==> src/rtl/scalar_mem_pkg.sv <==
// Shared types and default sizes for the scalar memory controller and its RAM.
package scalar_mem_pkg;

  localparam int DEF_ADDR_W    = 24;
  localparam int DEF_DATA_W    = 24;
  localparam int DEF_MEM_DEPTH = 2 ** 16;

  // Wide enough for the largest load value, RD_LAT-1 = 2.
  localparam int CNT_W = 2;

  typedef enum logic [2:0] {
    IDLE  = 3'd0,
    WRITE = 3'd1,
    READ  = 3'd2,
    WAIT  = 3'd3,
    RESP  = 3'd4
  } state_e;

endpackage

==> src/rtl/scalar_mem_ctrl.sv <==
// Request/response controller for a scalar synchronous RAM with RD_LAT read
// latency. Define SCALAR_MEM_CTRL_ADDR_CHECK_EN to reject addresses >= MEM_DEPTH.
module scalar_mem_ctrl
  import scalar_mem_pkg::*;
#(
  parameter int ADDR_W    = DEF_ADDR_W,
  parameter int DATA_W    = DEF_DATA_W,
  parameter int RD_LAT    = 1,
  parameter int MEM_DEPTH = DEF_MEM_DEPTH
) (
  input  logic              clk,
  input  logic              rst,
  input  logic              req_valid,
  output logic              req_ready,
  input  logic              req_we,
  input  logic [ADDR_W-1:0] req_addr,
  input  logic [DATA_W-1:0] req_wdata,
  output logic              rsp_valid,
  input  logic              rsp_ready,
  output logic [DATA_W-1:0] rsp_rdata,
  output logic              rsp_err,
  output logic [ADDR_W-1:0] mem_address,
  output logic [DATA_W-1:0] mem_data,
  output logic              mem_rden,
  output logic              mem_wren,
  input  logic [DATA_W-1:0] mem_q
);

`ifdef SCALAR_MEM_CTRL_ADDR_CHECK_EN
  localparam bit ADDR_CHECK = 1'b1;
`else
  localparam bit ADDR_CHECK = 1'b0;
`endif

  localparam logic [ADDR_W:0] DEPTH_LIM = (ADDR_W + 1)'(MEM_DEPTH);

  state_e            state_q, state_d;
  logic [CNT_W-1:0]  cnt_q, cnt_d;
  logic [ADDR_W-1:0] addr_q, addr_d;
  logic [DATA_W-1:0] data_q, data_d;
  logic [DATA_W-1:0] rdata_q, rdata_d;
  logic              valid_q, valid_d;
  logic              err_q, err_d;
  logic              rden_q, rden_d;
  logic              wren_q, wren_d;
  logic              out_of_range;

  // Constant-false when range checking is compiled out, so every address is forwarded.
  assign out_of_range = ADDR_CHECK && ({1'b0, req_addr} >= DEPTH_LIM);

  // NOTE: every signal written here gets a default first, so no path through
  // the case statement can leave one unassigned and infer a latch.
  always_comb begin
    state_d = state_q;
    cnt_d   = cnt_q;
    addr_d  = addr_q;
    data_d  = data_q;
    rdata_d = rdata_q;
    valid_d = valid_q;
    err_d   = err_q;
    rden_d  = 1'b0;
    wren_d  = 1'b0;

    unique case (state_q)
      IDLE: begin
        if (req_valid) begin
          addr_d = req_addr;
          data_d = req_wdata;
          if (out_of_range) begin
            state_d = RESP;
            valid_d = 1'b1;
            err_d   = 1'b1;
            rdata_d = '0;
          end else if (req_we) begin
            state_d = WRITE;
            wren_d  = 1'b1;
          end else begin
            state_d = READ;
            rden_d  = 1'b1;
          end
        end
      end
      WRITE: state_d = IDLE;
      READ: begin
        state_d = WAIT;
        cnt_d   = CNT_W'(RD_LAT - 1);
      end
      WAIT: begin
        // mem_q is valid on the cycle the counter reaches zero.
        if (cnt_q == '0) begin
          rdata_d = mem_q;
          valid_d = 1'b1;
          err_d   = 1'b0;
          state_d = RESP;
        end else begin
          cnt_d = cnt_q - CNT_W'(1);
        end
      end
      RESP: begin
        if (rsp_ready) begin
          valid_d = 1'b0;
          err_d   = 1'b0;
          state_d = IDLE;
        end
      end
      default: state_d = IDLE;
    endcase
  end

  // NOTE: sequential state uses non-blocking assignments so every flop
  // samples its pre-edge _d value, independent of statement order.
  always_ff @(posedge clk) begin
    if (rst) begin
      state_q <= IDLE;
      cnt_q   <= '0;
      addr_q  <= '0;
      data_q  <= '0;
      rdata_q <= '0;
      valid_q <= 1'b0;
      err_q   <= 1'b0;
      rden_q  <= 1'b0;
      wren_q  <= 1'b0;
    end else begin
      state_q <= state_d;
      cnt_q   <= cnt_d;
      addr_q  <= addr_d;
      data_q  <= data_d;
      rdata_q <= rdata_d;
      valid_q <= valid_d;
      err_q   <= err_d;
      rden_q  <= rden_d;
      wren_q  <= wren_d;
    end
  end

  assign req_ready   = (state_q == IDLE);
  assign rsp_valid   = valid_q;
  assign rsp_rdata   = rdata_q;
  assign rsp_err     = err_q;
  assign mem_address = addr_q;
  assign mem_data    = data_q;
  assign mem_rden    = rden_q;
  assign mem_wren    = wren_q;

endmodule

==> config.mk <==
export PLATFORM = sky130hd
export DESIGN_NAME = scalar_mem_ctrl
export DESIGN_NICKNAME = d
export VERILOG_FILES = /design/src/rtl/scalar_mem_pkg.sv /design/src/rtl/scalar_mem_ctrl.sv
export SDC_FILE = /design/constraint.sdc
export NUM_CORES = 1
export LEC_CHECK = 0
export BUFFER_PORTS_ARGS = -buffer_cell sky130_fd_sc_hd__buf_2
export CAP_MARGIN = 20
export CORE_MARGIN = 3
export CORE_UTILIZATION = 40
export CTS_CLUSTER_DIAMETER = 50
export DETAILED_ROUTE_END_ITERATION = 10
export PLACE_DENSITY_LB_ADDON = 0.05
export SYNTH_ARGS = -nofsm -noshare
export SYNTH_HDL_FRONTEND = slang
export SYNTH_SLANG_ARGS = --single-unit
export TNS_END_PERCENT = 30
==> constraint.sdc <==
create_clock -name clk -period 1.5 [get_ports clk]
set_clock_uncertainty 0.1 [all_clocks]
set_input_delay 0.075 -clock clk [delete_from_list [all_inputs] [get_ports clk]]
set_output_delay 0.075 -clock clk [all_outputs]
set_load 0.005 [all_outputs]
Yosys cells after proc, flatten, opt, wreduce, memory -nomap -nowiden. Cells that the tools add are included.

Bits in registers: 81. Logic and storage cells: 43. Output and inout bits: 77. Input bits: 77.

Bitwise gates (word level): 2. Reductions and logical operators: 10. Mux-type cells: 14. Eq/ne operators: 7. Add/sub/neg operators: 1.

Operators by type and width (count): case mux 3 bit (4 select lines) (1); two-way mux 3 bit (3); inequality test 2 bit (second input constant) (4); == test 3 x 2 -> 1 bit (second input constant) (2); AND reduction 2 bit (3); AND reduction 3 bit (2); two-way mux 1 bit (5); two-way mux 2 bit (2); case mux 1 bit (2 select lines) (2); case mux 2 bit (2 select lines) (1); nonzero test 2 bit (2); == test 3 bit (second input constant) (1); logical NOT 3 bit (1); OR reduction 3 bit (1); logical NOT 2 bit (1); NOT 1 bit (2); subtractor 2 x 1 -> 2 bit (second input constant) (1).

Logic depth before layout (Yosys ltp). Gate-level depths: netlist of the first run.

Depth after elaboration: 3. Gate-level depth with buffers: 7. Gate-level depth less buffers: 5.

Worst setup path before layout of the first run. Ideal clock, no wire load.

Path kind: reg-to-reg. From: reg state_q[2]. To: reg data_q[10], in the netlist mem_data[10]. Arrival: 1.307 ns. Setup slack: -0.040 ns. Buffers on the path: 3. Period minus slack after synthesis: 1.540 ns. Stages on the path, launching flop included: 7. Setup time: 0.132 ns. Data required time: 1.268 ns. Path through: dfxtp_1 -> buf_6 -> or4b_4 -> buf_6 -> buf_6 -> nand2_1 -> a21oi_1.

Cells in the longest elaborated chain, start to end: 2.

Ends and longest elaborated chain: start, declared (line scalar_mem_ctrl.sv:37) `state_e state_q, state_d;`; start signal, assigned (line scalar_mem_ctrl.sv:124) `state_q <= state_d;`; logical NOT 3 bit (line scalar_mem_ctrl.sv:64) `unique case (state_q)`; AND reduction 2 bit (no line); end signal, assigned (line scalar_mem_ctrl.sv:127) `data_q <= data_d;`; end, declared (line scalar_mem_ctrl.sv:40) `logic [DATA_W-1:0] data_q, data_d;`.

No other way between the ends. A chain may end at the register's enable or synchronous reset.

Worst setup path in the final report of the first run.
From: reg state_q[0]. To: reg addr_q[11], in the netlist mem_address[11].

Cells in the longest elaborated chain, start to end: 2.

Ends and longest elaborated chain: logical NOT 3 bit (line scalar_mem_ctrl.sv:64); AND reduction 2 bit (no line); end signal, assigned (line scalar_mem_ctrl.sv:126) `addr_q <= addr_d;`; end, declared (line scalar_mem_ctrl.sv:39) `logic [ADDR_W-1:0] addr_q, addr_d;`.

No other way between the ends.

==> metrics.md, run 1 <==
| Metric | Value |
|---|---|
| Hold Fails Final Rpt | 0 |
| Worst-skew pair later-pin latency | 330 ps |
| Wirelength, routed | 8.91 mm |
| Via count | 3134 |
| First-pass GRT wire length | 13.4 mm |
| PortBufs | 152 |
| Worst EP arrival | 1650 ps |
| Fin. max-slew vios | 0 |
| Initial Util | 0.420 |
| Startpoint Class | register |
| Post-DP HPWL | 5.11 mm |
| CTS Buf Count | 9 |
| Worst-path clk slew | 70 ps |
| Total track usage | 0.194 |
| Worst hold path class | reg -> reg |
| Core area | 0.00691 mm² |
| DRC | 0 |
| Register area share after synthesis | 0.552 |
| Area of the multi-input gates | 0.00114 mm² |
| Power Density | 923 mW/mm² |
| Via/cell ratio | 4.58 |
| Grt total ovfl | 0 |
| Avg Synthesized Cell Area | 8.13 µm² |
| 1st-iter DRT viols | 53 |
| Synthesized area | 0.00290 mm² |
| Most common cell on crit path | buf_6 |
| Nets | 663 |
| Register area | 0.00160 mm² |
| Finished Layout Cells | 684 |
| Fin worst setup slack | 0.516 ps |
| Routability-driven placement congestion ratio | 0.737 |
| Post-route ant nets | 0 |
| Htree depth | 3 |
| Status | finished clean |
| Bufs on Longest Clock Path | 2 |
| Ant. Diodes | 0 |
| Die W | 91.2 µm |
| DP Worst Slack | 33.4 ps |
| Tmin final | 1500 ps |
| Crit path required time | 1650 ps |
| Mapped Cells | 357 |
| Die area | 0.00831 mm² |
| Largest net degree at the start of global routing | 49 |
| CTS root buf | clkbuf_8 |
| Leak pwr | 0.00218 µW |
| Critical-path top delay cell | dfxtp_1 |
| Io pins | 154 |
| Share of cells above drive strength 1 | 0.332 |
| Peak VDD IR | 0.564 mV |
| # rows | 30 |
| Crit-path max cell delay | 320 ps |
| CTS Sinks | 80 |
| WP buf/inv | 3 |
| Final worst path period share | 1.00 |
| Setup violators final | 0 |
| CP endpoint kind | register |
| CP max FO | 12 |
| Number of synthesized register bits | 80 |
| Fill cells | 615 |
| Peak Freq | 667 MHz |
| Crit path cell chain | buf_6 -> nor4b_4 -> buf_6 -> buf_6 -> nand2_1 -> a21oi_1 |
| WL/cell | 13.0 µm |
| Initial antenna violation count | 0 |
| P&R area growth vs syn | 65.0% |
| Unique masters post-synth | 28 |
| YS warnings | 0 |
| Placed Cells | 589 |
| Unrepaired setup endpoints after global routing | true |
| Max_cap viols | 0 |
| CTS tree | done |
| Vias in the first global route | 2898 |
| Top cell family by delay on the critical path | buffers and inverters |
| Drt first pass iters | 4 |
| Syn nets | 435 |
| Critical path class | reg -> reg |
| Die height | 91.2 µm |
## flip-flops by register name (all words and copies together), names as in the netlist
signal	count
mem_address	24
mem_data	24
rsp_rdata	24
state_q	3
cnt_q	2
mem_rden	1
mem_wren	1
rsp_valid	1
## power by group
group	leakage [µW]	internal (µW)	switching (µW)
clock network	0.0000838	619	729
registers	0.000654	2230	51.8
logic	0.00144	434	355
## repair_timing
| item | in CTS | in global routing |
|---|---|---|
| resized for setup | 0 | 21 |
| endpoints found under the setup margin | 0 | 69 |
| hold buffers | 76 | 0 |
| hold endpoints to repair | 78 | 0 |
| setup buffers | 0 | 1 |
## per-layer routing
metal / wire, µm / vias up / track usage
li1: - / 1605 / -
met1: 3890 / 1416 / 0.234
met2: 4310 / 100 / 0.329
met5: 0 / - / 0
met4: 138 / 0 / 0.0791
met3: 565 / 13 / 0.0497
## worst min-delay path: cells and delay by family, from the launching register on
kind             cells  cell delay [ps]
flip-flops           1              310
AND/OR/NAND/NOR      1               50
AO/OA/AOI/OAI        1               50
## per-stage QoR
stage	hold slack, ps	util	power (µW)	cell area [µm²]	TNS [ps]
global route	371	0.693	4650	4790	-292
CTS	354	0.676	4400	4670	0
detailed placement	192	0.542	2890	3750	0
finish	352	0.693	4420	4790	0
floorplan	44.7	-	2640	2910	-199
global placement	190	0.542	2880	3750	0
## cell families (layout without fill, tap and decap cells)
group,count (synthesis),after routing,synth area share
AOI/OAI and AO/OA,79,79,0.139
buffers and inverters,32,263,0.0660
and+or+nand+nor,164,164,0.237
DFF,80,80,0.552
other,1,1,0.00129
adders and majority gates,1,1,0.00431
## layout make-up
cell class,instances,area share
repair buffers,246,0.365
flip-flops and latches,80,0.335
multi-input cells,245,0.239
clock buffers,10,0.0288
well taps,96,0.0251
clock inverters,4,0.00470
inverters,3,0.00235
## synthesized netlist by cell type
| master | count | area share |
|---|---|---|
| nor2_1 | 2 | 0.0026 |
| a31oi_1 | 1 | 0.0022 |
| nand2_1 | 146 | 0.19 |
| inv_1 | 3 | 0.0039 |
| a32oi_1 | 1 | 0.0030 |
| nor3_2 | 1 | 0.0034 |
| nor4b_2 | 1 | 0.0052 |
| and2_1 | 1 | 0.0022 |
| clkbuf_1 | 13 | 0.017 |
| buf_4 | 3 | 0.0078 |
| nor3_1 | 3 | 0.0052 |
| dfxtp_1 | 80 | 0.55 |
| conb_1 | 1 | 0.0013 |
| or4b_4 | 1 | 0.0047 |
| a311oi_1 | 1 | 0.0030 |
| a21oi_1 | 75 | 0.13 |
| buf_6 | 7 | 0.027 |
| nor3b_1 | 1 | 0.0026 |
| buf_2 | 6 | 0.010 |
| and4b_1 | 1 | 0.0034 |
| nand3_1 | 1 | 0.0017 |
| nor3b_2 | 1 | 0.0043 |
| nand2b_1 | 1 | 0.0022 |
| nand3b_1 | 1 | 0.0026 |
| ha_1 | 1 | 0.0043 |
| o21ai_0 | 1 | 0.0017 |
| or4_1 | 2 | 0.0052 |
| nand4b_1 | 1 | 0.0030 |
## path summary, 6_finish.rpt
kind	start	endpoint	slack, ps	cells past startpoint
min reg2reg	rsp_rdata[5]$_SDFFE_PP0P_	rsp_rdata[5]$_SDFFE_PP0P_	350	2
max reg2reg	state_q[0]$_SDFFE_PP0P_	mem_address[11]$_SDFFE_PP0P_	0.5	6
max	state_q[0]$_SDFFE_PP0P_	mem_address[11]$_SDFFE_PP0P_	0.5	6
min	rsp_rdata[5]$_SDFFE_PP0P_	rsp_rdata[5]$_SDFFE_PP0P_	350	2
## cell usage in the layout, fill, tap and decap left out, types with 3 or more instances in the layout
master	n
buf_4	6
a21oi_1	72
nand2_1	146
buf_6	6
buf_12	3
buf_2	152
dfxtp_1	78
clkinv_2	3
clkbuf_8	10
a21oi_2	3
nor3_1	3
inv_1	3
dlygate4sd3_1	76
Note: power is estimated with default switching activity, not from simulation.
==> inputs of run 2 (changes only) <==
==> constraint.sdc (replaced) <==
create_clock -name clk -period 1.5 [get_ports clk]
set_clock_uncertainty 0.1 [all_clocks]
set_input_delay 0.15 -clock clk [delete_from_list [all_inputs] [get_ports clk]]
set_output_delay 0.15 -clock clk [all_outputs]
set_load 0.005 [all_outputs]
==> run 2 against run 1 <==
  * Final cell count is 0.73% lower
  * Non-clock buffer count down 7
  * Maximum frequency increased by 2.8%
  * Worst hold slack lost 270 ps
  * Critical path depth shrank 2
  * First-iteration DRC count up 92%
  * Critical endpoint is now mem_data[19]$_SDFFE_PP0P_
==> metrics.md, run 2 (synthesis gave the netlist of run 1 again) <==
| Metric | Value |
|---|---|
| P&R area growth vs syn | 63.7% (was 65.0%) |
| Via/cell ratio | 4.54 (was 4.58) |
| Post-DP Area | 0.00375 mm² (about the same) |
| Most common cell after layout, fill and taps aside | buf_2 (unchanged) |
| Nets | 656 (was 663) |
| Post-route ant nets | 0 (unchanged) |
| Worst-skew pair later-pin latency | 340 ps (was 330 ps) |
| Hold Fails Final Rpt | 0 (unchanged) |
| Final instance area | 0.00475 mm² (was 0.00479 mm²) |
| Status | finished clean (unchanged) |
| Via count | 3086 (was 3134) |
| Power Density | 993 mW/mm² (was 923 mW/mm²) |
| Worst EP arrival | 1570 ps (was 1650 ps) |
| Leak pwr | 0.00216 µW (was 0.00218 µW) |
| Startpoint Class | register (unchanged) |
| Die height | 91.2 µm (unchanged) |
| Peak Freq | 685 MHz (was 667 MHz) |
| Core area | 0.00691 mm² (unchanged) |
| # rows | 30 (unchanged) |
| Final worst path period share | 0.973 (was 1.00) |
| Largest net degree at the start of global routing | 81 (was 49) |
| Fin. max-slew vios | 0 (unchanged) |
| Die W | 91.2 µm (unchanged) |
| Wirelength, routed | 8.56 mm (was 8.91 mm) |
| Drt first pass iters | 4 (unchanged) |
| Grt total ovfl | 0 (unchanged) |
| CP endpoint kind | register (unchanged) |
| Max_cap viols | 0 (unchanged) |
| Ant. Diodes | 0 (unchanged) |
| Io pins | 154 (unchanged) |
| CTS root buf | clkbuf_8 (unchanged) |
| CTS Buf Count | 9 (unchanged) |
| Post-DP HPWL | 5.00 mm (was 5.11 mm) |
| First-pass GRT wire length | 13.9 mm (was 13.4 mm) |
| Critical path class | reg -> reg (unchanged) |
| Setup violators final | 0 (unchanged) |
| Initial antenna violation count | 0 (unchanged) |
| Worst hold path class | in -> reg (was reg -> reg) |
| Share of cells above drive strength 1 | 0.319 (was 0.332) |
| CP max FO | 16 (was 12) |
| PortBufs | 152 (unchanged) |
| Most frequent cells in the layout | buf_2, nand2_1, dfxtp_1, a21oi_1, dlygate4sd3_1 (was buf_2, nand2_1, dfxtp_1, dlygate4sd3_1, a21oi_1) |
| Crit path required time | 1610 ps (was 1650 ps) |
| Worst-path clk slew | 80 ps (was 70 ps) |
| CTS tree | done (unchanged) |
| WL/cell | 12.6 µm (was 13.0 µm) |
| CTS Sinks | 80 (unchanged) |
| Bufs on Longest Clock Path | 2 (unchanged) |
| Htree depth | 3 (unchanged) |
| Power, Total | 4710 µW (was 4420 µW) |
| DRC | 0 (unchanged) |
| Fill cells | 593 (was 615) |
| Total track usage | 0.202 (was 0.194) |
| Routability-driven placement congestion ratio | 0.719 (was 0.737) |
| 1st-iter DRT viols | 102 (was 53) |
| Die area | 0.00831 mm² (unchanged) |
| Unrepaired setup endpoints after global routing | true (unchanged) |
| Postcts setup bufs | 0 (unchanged) |
| Peak VDD IR | 0.673 mV (was 0.564 mV) |
| Vias in the first global route | 2977 (was 2898) |
| Initial Util | 0.420 (unchanged) |
| Tmin final | 1460 ps (was 1500 ps) |
==> run 2: cell count changes in the layout (fill, tap and decap cells not counted), moves of 2 or more <==
cell and delta:
a21oi_1 +2, a21oi_2 -2, buf_4 +2, buf_6 -6, buf_8 -2, bufinv_16 +2, clkbuf_1 +3, clkinv_2 -2
dlygate4sd3_1 -2
==> run 2: repair_timing <==
item	4_1_cts	5_1_grt
hold buffers	74	0
hold endpoints to repair	75	0
setup endpoints to repair	0	47
resized for setup	0	5
==> run 2: power breakdown <==
part	internal (µW)	leakage, µW	switching (µW)	total, µW
clock	984	0.000108	730	1710
sequential	2230	0.000653	52.2	2280
combinational	391	0.00140	327	718
total	3600	0.00216	1110	4710
==> run 2: final timing paths <==
check	to	startpoint	slack, ps	depth (start not counted)
hold reg to reg	rsp_rdata[4]$_SDFFE_PP0P_	rsp_rdata[4]$_SDFFE_PP0P_	350	2
setup / recovery	mem_data[19]$_SDFFE_PP0P_	state_q[1]$_SDFFE_PP0P_	40	4
setup reg to reg	mem_data[19]$_SDFFE_PP0P_	state_q[1]$_SDFFE_PP0P_	40	4
hold / removal	state_q[0]$_SDFFE_PP0P_	req_valid	80	3
==> run 2: worst max-delay path: stages, from the launching register on <==
cell and delay, ps:
dfxtp_1 340, or4b_4 530, buf_4 220, nand2_1 70, a21oi_1 60
==> run 2: stage by stage <==
step	setup TNS, ps	hold WS [ps]	instances	setup WS (ps)	utilization
5_1_grt	-195	116	679	-24.1	0.688
2_1_floorplan	-199	120	357	-7.16	-
3_3_place_gp	0	264	588	69.6	0.543
4_1_cts	0	72.1	678	14.3	0.681
3_5_place_dp	0	268	588	38.3	0.543
6_report	0	83.4	679	40.9	0.688
==> run 2: final cells by class <==
cell class / instances / area, µm² / area share
inverters: 3 / 11.3 / 0.00237
clock inverters: 3 / 65.1 / 0.0137
well taps: 96 / 120 / 0.0253
clock buffers: 13 / 149 / 0.0313
repair buffers: 239 / 1670 / 0.351
multi-input cells: 245 / 1130 / 0.239
flip-flops and latches: 80 / 1600 / 0.337
==> run 2: per-layer routing <==
| metal | track usage | wire length (µm) | vias to the layer above |
|---|---|---|---|
| met2 | 0.349 | 4190 | 101 |
| met3 | 0.0737 | 562 | 11 |
| met4 | 0.0465 | 123 | 0 |
| li1 | - | - | 1593 |
| met5 | 0 | 0 | - |
| met1 | 0.238 | 3690 | 1381 |
